### src/rtl/pipeline_hazard_controller.sv
// Pipeline sequencer: turns load-use hazards, taken branches and halt requests
// into PC / IF-ID / ID-EX controls, and keeps saturating performance counters.
module pipeline_hazard_controller #(
  parameter int CNT_W    = 16,
  parameter int LOAD_LAT = 1
) (
  input  logic             clk,
  input  logic             reset,
  input  logic             id_valid,
  input  logic [1:0]       id_rs1,
  input  logic [1:0]       id_rs2,
  input  logic             id_uses_rs1,
  input  logic             id_uses_rs2,
  input  logic             ex_valid,
  input  logic [1:0]       ex_rd,
  input  logic             ex_is_load,
  input  logic             ex_reg_write,
  input  logic             mem_valid,
  input  logic             ex_branch_taken,
  input  logic             wb_retire,
  input  logic             halt_req,
  input  logic             cnt_clr,
  output logic             pc_en,
  output logic             if_id_en,
  output logic             if_id_flush,
  output logic             id_ex_bubble,
  output logic             stall,
  output logic             halted,
  output logic [1:0]       state,
  output logic [CNT_W-1:0] cycle_cnt,
  output logic [CNT_W-1:0] retire_cnt,
  output logic [CNT_W-1:0] stall_cnt,
  output logic [CNT_W-1:0] flush_cnt
);

  typedef enum logic [1:0] {
    RUN     = 2'd0,
    LDSTALL = 2'd1,
    DRAIN   = 2'd2,
    HALTED  = 2'd3
  } state_t;

  localparam logic [CNT_W-1:0] CNT_MAX   = '1;
  localparam logic [1:0]       STALL_INI = 2'(LOAD_LAT - 1);

  state_t     state_q, state_d;
  logic [1:0] stall_left_q, stall_left_d;
  logic       hz;
  logic       flush_evt;

  function automatic logic [CNT_W-1:0] sat_inc(input logic [CNT_W-1:0] v,
                                               input logic inc);
    return (inc && (v != CNT_MAX)) ? v + CNT_W'(1) : v;
  endfunction

  assign hz = id_valid & ex_valid & ex_is_load & ex_reg_write &
              ((id_uses_rs1 & (id_rs1 == ex_rd)) | (id_uses_rs2 & (id_rs2 == ex_rd)));

  assign state = state_q;

  always_comb begin
    state_d      = state_q;
    stall_left_d = stall_left_q;
    pc_en        = 1'b1;
    if_id_en     = 1'b1;
    if_id_flush  = 1'b0;
    id_ex_bubble = 1'b0;
    stall        = 1'b0;
    halted       = 1'b0;
    flush_evt    = 1'b0;
    case (state_q)
      RUN: begin
        if (ex_branch_taken) begin
          if_id_flush  = 1'b1;
          id_ex_bubble = 1'b1;
          flush_evt    = 1'b1;
        end else if (hz) begin
          pc_en        = 1'b0;
          if_id_en     = 1'b0;
          id_ex_bubble = 1'b1;
          stall        = 1'b1;
          if (LOAD_LAT > 1) begin
            state_d      = LDSTALL;
            stall_left_d = STALL_INI;
          end
        end else if (halt_req) begin
          state_d = DRAIN;
        end
      end
      LDSTALL: begin
        pc_en        = 1'b0;
        if_id_en     = 1'b0;
        id_ex_bubble = 1'b1;
        stall        = 1'b1;
        stall_left_d = stall_left_q - 2'd1;
        if (stall_left_q == 2'd1) state_d = RUN;
      end
      DRAIN: begin
        // Fetch is squashed; the instruction already in ID is allowed through.
        pc_en       = 1'b0;
        if_id_flush = 1'b1;
        if (ex_branch_taken) begin
          id_ex_bubble = 1'b1;
          flush_evt    = 1'b1;
        end else if (hz) begin
          if_id_flush  = 1'b0;
          if_id_en     = 1'b0;
          id_ex_bubble = 1'b1;
          stall        = 1'b1;
        end
        if (!id_valid && !ex_valid && !mem_valid) state_d = HALTED;
      end
      HALTED: begin
        pc_en        = 1'b0;
        if_id_en     = 1'b0;
        if_id_flush  = 1'b1;
        id_ex_bubble = 1'b1;
        halted       = 1'b1;
      end
      default: state_d = RUN;
    endcase
    if (reset) begin
      pc_en        = 1'b0;
      if_id_en     = 1'b0;
      if_id_flush  = 1'b1;
      id_ex_bubble = 1'b1;
      stall        = 1'b0;
      halted       = 1'b0;
      flush_evt    = 1'b0;
    end
  end

  always_ff @(posedge clk) begin
    if (reset) begin
      state_q      <= RUN;
      stall_left_q <= 2'd0;
      cycle_cnt    <= '0;
      retire_cnt   <= '0;
      stall_cnt    <= '0;
      flush_cnt    <= '0;
    end else begin
      state_q      <= state_d;
      stall_left_q <= stall_left_d;
      if (cnt_clr) begin
        cycle_cnt  <= '0;
        retire_cnt <= '0;
        stall_cnt  <= '0;
        flush_cnt  <= '0;
      end else begin
        cycle_cnt  <= sat_inc(cycle_cnt, state_q != HALTED);
        retire_cnt <= sat_inc(retire_cnt, wb_retire);
        stall_cnt  <= sat_inc(stall_cnt, stall);
        flush_cnt  <= sat_inc(flush_cnt, flush_evt);
      end
    end
  end

endmodule

### config.mk
export PLATFORM = sky130hd
export DESIGN_NAME = pipeline_hazard_controller
export DESIGN_NICKNAME = d
export VERILOG_FILES = /design/src/rtl/pipeline_hazard_controller.sv
export SDC_FILE = /design/constraint.sdc
export NUM_CORES = 1
export LEC_CHECK = 0
export ABC_AREA = 1
export CAP_MARGIN = 20
export CORE_ASPECT_RATIO = 0.75
export CORE_MARGIN = 2
export CORE_UTILIZATION = 52
export CTS_BUF_LIST = sky130_fd_sc_hd__clkbuf_8
export DETAILED_ROUTE_END_ITERATION = 8
export GPL_TIMING_DRIVEN = 1
export PLACE_DENSITY = 0.8
export SLEW_MARGIN = 30
export SYNTH_ARGS = -nofsm -noshare
export SYNTH_HDL_FRONTEND = slang
export SYNTH_SLANG_ARGS = --single-unit
### constraint.sdc
create_clock -name clk -period 2.15 [get_ports clk]
set_input_delay 0.3225 -clock clk [delete_from_list [all_inputs] [get_ports clk]]
set_output_delay 0.3225 -clock clk [all_outputs]
set_load 0.03 [all_outputs]
==> results of run 1 <==
-- layer usage --
layer / routed length, microns / vias up / part of all wire (%)
met5: 0 / - / 0
met4: 73 / 0 / 0.69
met3: 713 / 7 / 6.7
met2: 4650 / 144 / 44
met1: 5140 / 1906 / 49
li1: - / 2143 / -
-- state kept, by name (all words and copies together), names as in the netlist --
register and count:
cycle_cnt 16, flush_cnt 16, retire_cnt 16, stall_cnt 16, stall_left_q 2, state 2
-- layout make-up --
| class | count | area, sq um | area share [%] |
|---|---|---|---|
| repair buffers | 103 | 983 | 19.0 |
| flip-flops and latches | 68 | 1360 | 26.3 |
| clock inverters | 4 | 71.3 | 1.38 |
| well taps | 101 | 126 | 2.44 |
| multi-input cells | 440 | 2170 | 41.9 |
| clock buffers | 12 | 165 | 3.19 |
| inverters | 78 | 297 | 5.73 |
-- critical path: cells and delay by family --
kind | cells | cell delay [ns]
buffers and inverters | 4 | 0.82
AND/OR/NAND/NOR | 5 | 0.60
-- worst min path at each step --
stage	startpoint	endpoint	slack, ns	depth (start not counted)
after CTS	stall_left_q[0]	stall_left_q[0]	0.47	2
after global placement	stall_left_q[1]	stall_left_q[1]	0.44	2
after global routing	stall_left_q[0]	stall_left_q[0]	0.51	2
after detailed placement	stall_left_q[0]	stall_left_q[0]	0.46	2
after floorplan	stall_left_q[1]	stall_left_q[1]	0.43	2
final	stall_left_q[1]	stall_left_q[1]	0.47	2
-- cells by family after synthesis --
kind of cell               count (synthesis)  synth area share [%]
AOI/OAI and AO/OA                         86                  11.4
xor gates and xnor gates                  26                  5.84
buffers and inverters                     94                  9.62
adders and majority gates                  5                  1.60
and+or+nand+nor                          323                  36.6
DFF                                       68                  34.9
-- repair_timing --
action / CTS / global route
setup endpoints to repair: 0 / 2
buffers inserted: 0 / 0
gates resized for setup: 0 / 2
-- stage by stage --
step / total power, mW / area (sq um) / worst slack [ns] / instances / utilization [%]
after floorplan: 1.51 / 3900 / 0.132 / 602 / -
after detailed placement: 1.63 / 4930 / 0.0782 / 790 / 67.6
after global routing: 2.95 / 5170 / 0.000587 / 806 / 70.9
after global placement: 1.62 / 4930 / 0.135 / 790 / 67.6
after CTS: 2.86 / 5170 / 0.0850 / 806 / 70.8
final: 2.84 / 5170 / 0.0801 / 806 / 70.9
-- power groups by stage --
stage	combinational (mW)	clock, mW	sequential [mW]
floorplan	0.168	0	1.34
global placement	0.296	0	1.32
detailed placement	0.305	0	1.33
CTS	0.307	1.25	1.30
global route	0.336	1.31	1.30
finish	0.309	1.23	1.30
-- cells in the final DEF, fill, tap and decap left out, drive strengths merged, types with 2 or more instances in the layout --
| cell type | netlist | routed |
|---|---|---|
| a21oi | 54 | 54 |
| and3 | 2 | 2 |
| buf | 11 | 19 |
| bufinv | 0 | 2 |
| clkbuf | 5 | 12 |
| clkdlybuf4s50 | 0 | 84 |
| clkinvlp | 0 | 2 |
| dfxtp | 68 | 68 |
| ha | 5 | 5 |
| inv | 76 | 77 |
| nand2 | 158 | 158 |
| nand3 | 41 | 41 |
| nand3b | 2 | 2 |
| nand4 | 22 | 22 |
| nor2 | 73 | 73 |
| nor3 | 20 | 20 |
| nor3b | 3 | 3 |
| o21ai | 28 | 28 |
| xnor2 | 14 | 14 |
| xor2 | 12 | 12 |
==> impl_results.md, run 1 <==
* R2r setup slk at 0.26 ns
* Top cells by area, synth: dfxtp_1 35%, nand2_1 15%, inv_1 7.0%, nor2_1 6.8%, a21oi_1 6.8%
* FMAX at 483 MHz
* Crit path DAT at ~1.8 ns
* Register area share after synthesis at a little over a third
* Hold Buf Count CTS at 0
* Area grow syn2layout at 32.5%
* Leading area contributor after synthesis: dfxtp_1
* Worst r2r path cells at 8
* Switching Share at 24.8%
* Crit path from: ex_rd[0]
* Post-synthesis cell type count at 34
* Clk_lat worst skew at 0.35 ns
* Minimum clock period at 2.07 ns
* Initial antenna violation count at 0
* Post-synth EDFFs at 0
* Core Area at about 0.0073 sq mm
* Final Hold Slack at ~0.47 ns
* Total number of yosys warnings at 0
* DR vias at 4,200
* CP Cell Sequence: clkdlybuf4s50_1, inv_1, or2_0, nand3_1, nand2_1, nand3_1, inv_1, nor4_1, buf_4
* Clock Tree Root: clkbuf_8
* Post-route ant nets at 0
* Fillers at 627
* Max-Cap Viols at 0
* Crit path capture: pc_en
* Met3 GRT Util at 7.39%
* First DRT Iteration DRCs at 171
* Outcome: complete, no violations
* Ys flop type: dfxtp_1
* H-tree Lvls at 3
* Vias in the first global route at 3,798
* NumNets Final at 724
* Die Ht at ~79 microns
* Max Transition Viols Final at 0
* Data required, critical path at roughly 1.8 ns
* Slew @ Worst Pin at around 0.45 ns
* # diodes at 0
* First-pass DRT Iterations at 5
* Slowest cell on crit path: clkdlybuf4s50_1
* Post-DP HPWL at ~7700 microns
* Most frequent cell after synthesis: nand2_1
* Critical R2R Launch: flush_cnt[0]
* WS Path Type: input port to output pin
* Critical Path Start Type: input port
* CP max FO at 3
* Psw at 703 uW
* IO Count at ~90
* Final setup vio count at 0
* Layout Skew at ~0.012 ns
* Top post-synthesis cells by count: 155 x nand2_1, 73 x inv_1, 71 x nor2_1
* Hold crit path type: register to register
* Synthesized area at 0.00390 sq mm
* Comb power frac at 10.9%
* Clk buf depth at 2
* Largest net degree at the start of global routing at 27
* # rows at 27
* Setup TNS at 0 ns
* DRC errors left at 0
* First-pass GRT wire length at 17,400 microns
* Ratio of cells with drive above 1 in the final layout at 6.81%
* Top-area cell type share of the netlist area at about a third
* Die outline area at 0.00822 sq mm
* Worst Setup End Kind: output pin
* DR WL/cell at 13.1 microns
* Vias per inst at 5.21
* Mapped Cells at between 600 and 700
* Syn_area_per_cell at 6.48 sq um
* Final wirelength at 10,600 microns
* CTS sink cnt at 68
* Port Buffers at 90
* Pleak at 1.83 nW
* Max incr delay on CP at 0.49 ns
* Starting Density at 53.5%
* Met1 usage at roughly a third
* Reg2reg end: flush_cnt[14]
* #FFs+latches synth at 68
* Sequential power share at 45.6%
* GR Overflow Total at 0
* Die Span X at 104 microns
* CTS clk-pin slew, worst paths at ~0.070 ns
* CTS tree: done
* Clock share of power at 43.5%
* Gr usage total at 25.7%
* Internal power at 2.14 mW
* Syn nets at approximately 630
* FFs w/ async S/R, synth at 0%
* GPL Wtd Cong at 0.921
* Met2 usage at 41.3%
* VDD IR max at 373 uV
* RSZ-0062 raised after global routing: no
* Cts bufs inserted at 9
* Busiest grt layer: met2
* Max-slew headroom at 69.6%
* Fin crit share at 96.3%
* Final hold violation count at 0
* Pwr per Cell Area at about 550 mW/mm^2
Power figures use the tool's default switching activity.
==> inputs of run 2 (changes only) <==
Clock period 2.15 ns to 2.26 ns, I/O delays scaled along.
==> run 2 against run 1 <==
Compared with the run above: global-route usage is 0.43 points lower; largest cell class unchanged; clock power down 15%; flip-flop and latch count stayed put; via count shrank 0.86%.
==> impl_results.md, run 2 (synthesized netlist as in run 1, its figures left out) <==
* Final setup vio count at 0 (unchanged)
* # diodes at 0 (unchanged)
* Die Span X at 104 microns (unchanged)
* Clock Tree Root: clkbuf_8
* Max-Cap Viols at 0 (unchanged)
* Post-route ant nets at 0 (unchanged)
* Cts bufs inserted at 9 (unchanged)
* Vias in the first global route at 3,694 (-2.7%)
* DR vias at 4,164 (-0.86%)
* WS Path Type: input port to output pin
* CP max FO at 3 (unchanged)
* Clk_lat worst skew at 0.34 ns (about the same)
* Gr usage total at 25.3% (-0.43 points)
* Setup Fix Bufs, Post-CTS at 0 (unchanged)
* Most frequent cells in the layout: 155 x nand2_1, 84 x clkdlybuf4s50_1, 74 x inv_1
* Post-cts repair resize count at 1 (+1)
* Total Power at 2.58 mW (-9.3%)
* Vias per inst at 5.17 (-0.86%)
* First-pass GRT wire length at 17,200 microns (-1.6%)
* CTS clk-pin slew, worst paths at 0.08 ns (about the same)
* Crit path DAT at 1.78 ns (+0.03 ns)
* FMAX at between 400 and 500 MHz
* Worst Setup End Kind: output pin
* Initial antenna violation count at 0 (unchanged)
* WL met3 at 632 microns (-11%)
* NumNets Final at 724 (unchanged)
* Pwr per Cell Area at 501 mW/mm^2 (-8.8%)
* First-pass DRT Iterations at 5 (unchanged)
* Slew @ Worst Pin at 0.412 ns (-0.0393 ns)
* Area grow syn2layout at 31.8%
* Max-slew headroom at 72.3% (+2.6 points)
* Port Buffers at 90 (unchanged)
* DRC errors left at 0 (unchanged)
* Hold Buf Count CTS at 0 (unchanged)
* Layout Skew at 0.0118 ns (+0.0000286 ns)
* Worst r2r path cells at 8 (unchanged)
* Starting Density at 53.5% (unchanged)
* Data required, critical path at 1.92 ns (+0.09 ns)
* Clk buf depth at 2 (unchanged)
* Final wirelength at 10,300 microns (-2.5%)
* Worst hold stages at 2 (unchanged)
* Fin crit share at a little over nine tenths
* Max Transition Viols Final at 0 (unchanged)
* Setup TNS at 0 ns (unchanged)
* H-tree Lvls at 3 (unchanged)
* Minimum clock period at roughly 2.1 ns
* CTS tree: done
* Met2 wire length at 4660 microns (+0.30%)
* Outcome: complete, no violations
* Ratio of cells with drive above 1 in the final layout at 6.38% (-0.43 points)
* GR Overflow Total at 0 (unchanged)
* # rows at 27 (unchanged)
* Pleak at 1.83 nW (-0.20%)
* Fillers at 636 (+1.4%)
* Routed length on met1 at 4950 microns (-3.7%)
* VDD IR max at 296 uV (-20%)
* DR WL/cell at 12.8 microns (-2.5%)
* Largest net degree at the start of global routing at 28 (+3.7%)
* First DRT Iteration DRCs at 227 (+33%)
* Hold crit path type: register to register
* CTS sink cnt at 68 (unchanged)
* Die Ht at 79.0 microns (unchanged)
* GPL Wtd Cong at 0.947 (+2.8%)
* IO Count at 91 (unchanged)
* Core Area at 0.00730 sq mm (unchanged)
* R2r setup slk at 0.32 ns (+0.06 ns)
* Final hold violation count at 0 (unchanged)
* Critical Path Start Type: input port
* Most common cell after layout, fill and taps aside: nand2_1
* Die outline area at 0.00822 sq mm (unchanged)
* Post-DP HPWL at 7610 microns (-0.65%)
* RSZ-0062 raised after global routing: no
* Top layer in use: met4
run 2: through the flow:
stage	util, %	hold WS, ns	cells	instance area [sq um]	setup slack (ns)
floorplan	-	0.434	602	3900	0.209
detailed placement	67.6	0.465	790	4930	0.146
global route	70.5	0.495	806	5140	0.0432
CTS	70.5	0.474	806	5140	0.147
finish	70.5	0.472	806	5140	0.142
global placement	67.6	0.440	790	4930	0.208
run 2: power breakdown:
| part | total (mW) | switching, mW | internal [mW] |
|---|---|---|---|
| clock network | 1.05 | 0.455 | 0.597 |
| registers | 1.23 | 0.0215 | 1.21 |
| logic | 0.292 | 0.180 | 0.113 |
| total | 2.58 | 0.657 | 1.92 |
run 2: worst max-delay path, cell delays in order:
cell and delay, ns:
clkdlybuf4s50_1 0.49, inv_1 0.07, or2_0 0.21, nand3_1 0.08, nand2_1 0.08, nand3_1 0.07, inv_1 0.05, nor4_1 0.18
buf_4 0.21
run 2: worst paths after layout:
check	startpoint	end
max	ex_rd[0]	pc_en
min	stall_left_q[1]	stall_left_q[1]
min reg2reg	stall_left_q[1]	stall_left_q[1]
max reg2reg	flush_cnt[1]	flush_cnt[14]
run 2: layout make-up:
cell class | instances | area (sq um) | area share, %
inverters | 78 | 293 | 5.69
multi-input cells | 440 | 2170 | 42.1
repair buffers | 103 | 985 | 19.1
flip-flops and latches | 68 | 1360 | 26.5
well taps | 101 | 126 | 2.46
clock buffers | 12 | 165 | 3.21
clock inverters | 4 | 47.5 | 0.924
run 2: per-layer routing:
layer	GRT usage [%]	vias to the layer above
met5	0	-
met2	40.8	150
met1	34.9	1869
met3	5.01	6
li1	-	2139
met4	6.35	0
==> inputs of run 3 (changes only) <==
Settings changed: CORE_UTILIZATION 52 to 25, PLACE_DENSITY 0.8 to 0.43.
==> run 3 against run 2 <==
Compared with the run above: final area is 3.7% higher; sequential share of layout area fell by 0.93 points; maximum frequency down 1.4%; count of clock-buffer cells in the layout down 3; critical path depth unchanged; core utilization shrank 35 points; register-to-register slack got worse by 0.08 ns; worst hold slack worse by 0.010 ns; critical path type unchanged.
==> impl_results.md, run 3 (synthesized netlist as in run 1, its figures left out) <==
* WS Path Type: input port to output pin
* Outcome: complete, no violations
* Worst Path Buf+Inv at 4 (unchanged)
* DRC errors left at 0 (unchanged)
* Crit path DAT at 1.81 ns (+0.03 ns)
* Vias in the first global route at 3,726 (+0.87%)
* First-pass DRT Iterations at 4 (-1)
* Core Area at 0.0152 sq mm (+110%)
* Area grow syn2layout at 36.7%
* Pleak at 1.86 nW (+1.8%)
* Die outline area at 0.0166 sq mm (+100%)
* IO Count at 91 (unchanged)
* Design Area, Final at 0.00534 sq mm (+3.7%)
* Worst Setup End Kind: output pin
* Cts bufs inserted at 9 (unchanged)
* Pwr per Cell Area at 520 mW/mm^2 (+3.7%)
* Hold crit path type: register to register
* Max Transition Viols Final at 0 (unchanged)
* Placed insts at 897 (+14%)
* Initial antenna violation count at 0 (unchanged)
* CP max FO at 3 (unchanged)
* CTS tree: done
* Crit-path leading delay family: buffers and inverters
* Clock Tree Root: clkbuf_8
* CP Cell Sequence: clkdlybuf4s50_1, inv_1, or2_0, nand3_1, nand2_1, nand3_1, inv_1, nor4_2, buf_4
* Setup Fix Bufs, Post-CTS at 0 (unchanged)
* Worst slack, placed at 0.0947 ns (-0.0513 ns)
* Vias per inst at 4.46 (-14%)
* Max-slew headroom at 71.2% (-1.1 points)
* Gr usage total at 14.1% (-11 points)
* H-tree Lvls at 3 (unchanged)
* Slew @ Worst Pin at 0.428 ns (+0.0159 ns)
* Fillers at 1,632 (+160%)
* Clk buf depth at 2 (unchanged)
* Max incr delay on CP at 0.49 ns (about the same)
* Critical Path Start Type: input port
* Setup TNS at 0 ns (unchanged)
* Layout Skew at 0.0137 ns (+0.00191 ns)
* Most common cell after layout, fill and taps aside: nand2_1
* First DRT Iteration DRCs at 206 (-9.3%)
* Fin crit share at 95.1% (+1.4 points)
* Final cell count without fillers at 913 (+13%)
* Largest net degree at the start of global routing at 23 (-18%)
* Starting Density at 25.6% (-28 points)
* Final setup vio count at 0 (unchanged)
* Final wirelength at 11,400 microns (+11%)
* Die Span X at 148 microns (+43%)
* DR vias at 4,073 (-2.2%)
* CTS sink cnt at 68 (unchanged)
* GPL Wtd Cong at 0.838 (-11%)
* CTS clk-pin slew, worst paths at 0.07 ns (about the same)
* Slowest cell on crit path: clkdlybuf4s50_1
* DR WL/cell at 12.5 microns (-2.0%)
* Post-DP HPWL at 8560 microns (+13%)
* Clk_lat worst skew at 0.36 ns (+0.02 ns)
* NumNets Final at 727 (+0.41%)
* Port Buffers at 90 (unchanged)
* Data required, critical path at 1.92 ns (about the same)
* First-pass GRT wire length at 18,800 microns (+9.5%)
* Post-route ant nets at 0 (unchanged)
* Most frequent cells in the layout: 155 x nand2_1, 84 x clkdlybuf4s50_1, 73 x inv_1
* Minimum clock period at 2.15 ns (+0.0310 ns)
* Ratio of cells with drive above 1 in the final layout at 7.34% (+0.96 points)
* VDD IR max at 256 uV (-13%)
* Die Ht at 112 microns (+42%)
* FMAX at 465 MHz (-1.4%)
* Placed Area at 0.00509 sq mm (+3.1%)
* GR Overflow Total at 0 (unchanged)
* Final worst setup slack at 0.111 ns (-0.0310 ns)
* Final hold violation count at 0 (unchanged)
* # rows at 39 (+44%)
* Max-Cap Viols at 0 (unchanged)
* # diodes at 0 (unchanged)
==> run 3: routing by layer <==
metal / part of all wire, % / routed length [microns] / vias to the layer above / track usage, %
met5: 0 / 0 / - / 0
met4: 1.6 / 184 / 0 / 4.89
met3: 4.6 / 524 / 11 / 4.07
met2: 42 / 4810 / 91 / 20.7
met1: 52 / 5920 / 1830 / 19.7
li1: - / - / 2141 / -
==> run 3: final timing paths <==
check / cells past startpoint / startpoint / endpoint / slack (ns)
worst min-delay path: 2 / stall_left_q[1] / stall_left_q[1] / 0.46
worst min register to register: 2 / stall_left_q[1] / stall_left_q[1] / 0.46
worst max register to register: 9 / flush_cnt[0] / flush_cnt[14] / 0.24
worst max-delay path: 9 / ex_rd[0] / pc_en / 0.11
==> run 3: area by class of cell <==
class / count / area, sq um / area share, %
Inverter: 78 / 293 / 5.49
Sequential cell: 68 / 1360 / 25.5
Multi-Input combinational cell: 440 / 2170 / 40.8
Timing Repair Buffer: 106 / 1010 / 18.9
Clock buffer: 9 / 124 / 2.32
Clock inverter: 7 / 115 / 2.16
Tap cell: 205 / 256 / 4.81
==> run 3: stage by stage <==
stage          util (%)  power, mW  hold WS (ns)
2_1_floorplan         -       1.43         0.434
3_3_place_gp       33.4       1.56         0.449
3_5_place_dp       33.4       1.56         0.455
4_1_cts            35.0       2.83         0.467
5_1_grt            35.1       2.92         0.484
6_report           35.1       2.77         0.462
==> run 3: worst register-to-register path: stages (launching register included) <==
cell and delay, ns:
dfxtp_1 0.35, ha_1 0.22, nand3_1 0.14, nor3_1 0.23, nand3_1 0.10, nand2_1 0.17, buf_4 0.21, clkinv_1 0.25
o21ai_0 0.16, a21oi_1 0.08
==> run 3: power breakdown <==
| part | switching, mW | internal [mW] | leakage (nW) |
|---|---|---|---|
| Sequential | 0.0238 | 1.21 | 0.549 |
| Combinational | 0.181 | 0.116 | 1.20 |
| Clock | 0.511 | 0.729 | 0.115 |
| Total | 0.716 | 2.06 | 1.86 |
==> run 3: repair_timing <==
item | 4_1_cts | 5_1_grt
endpoints found under the setup margin | 1 | 2
gates resized for setup | 1 | 2
hold buffers | 0 | 0
cloned | 0 | 0
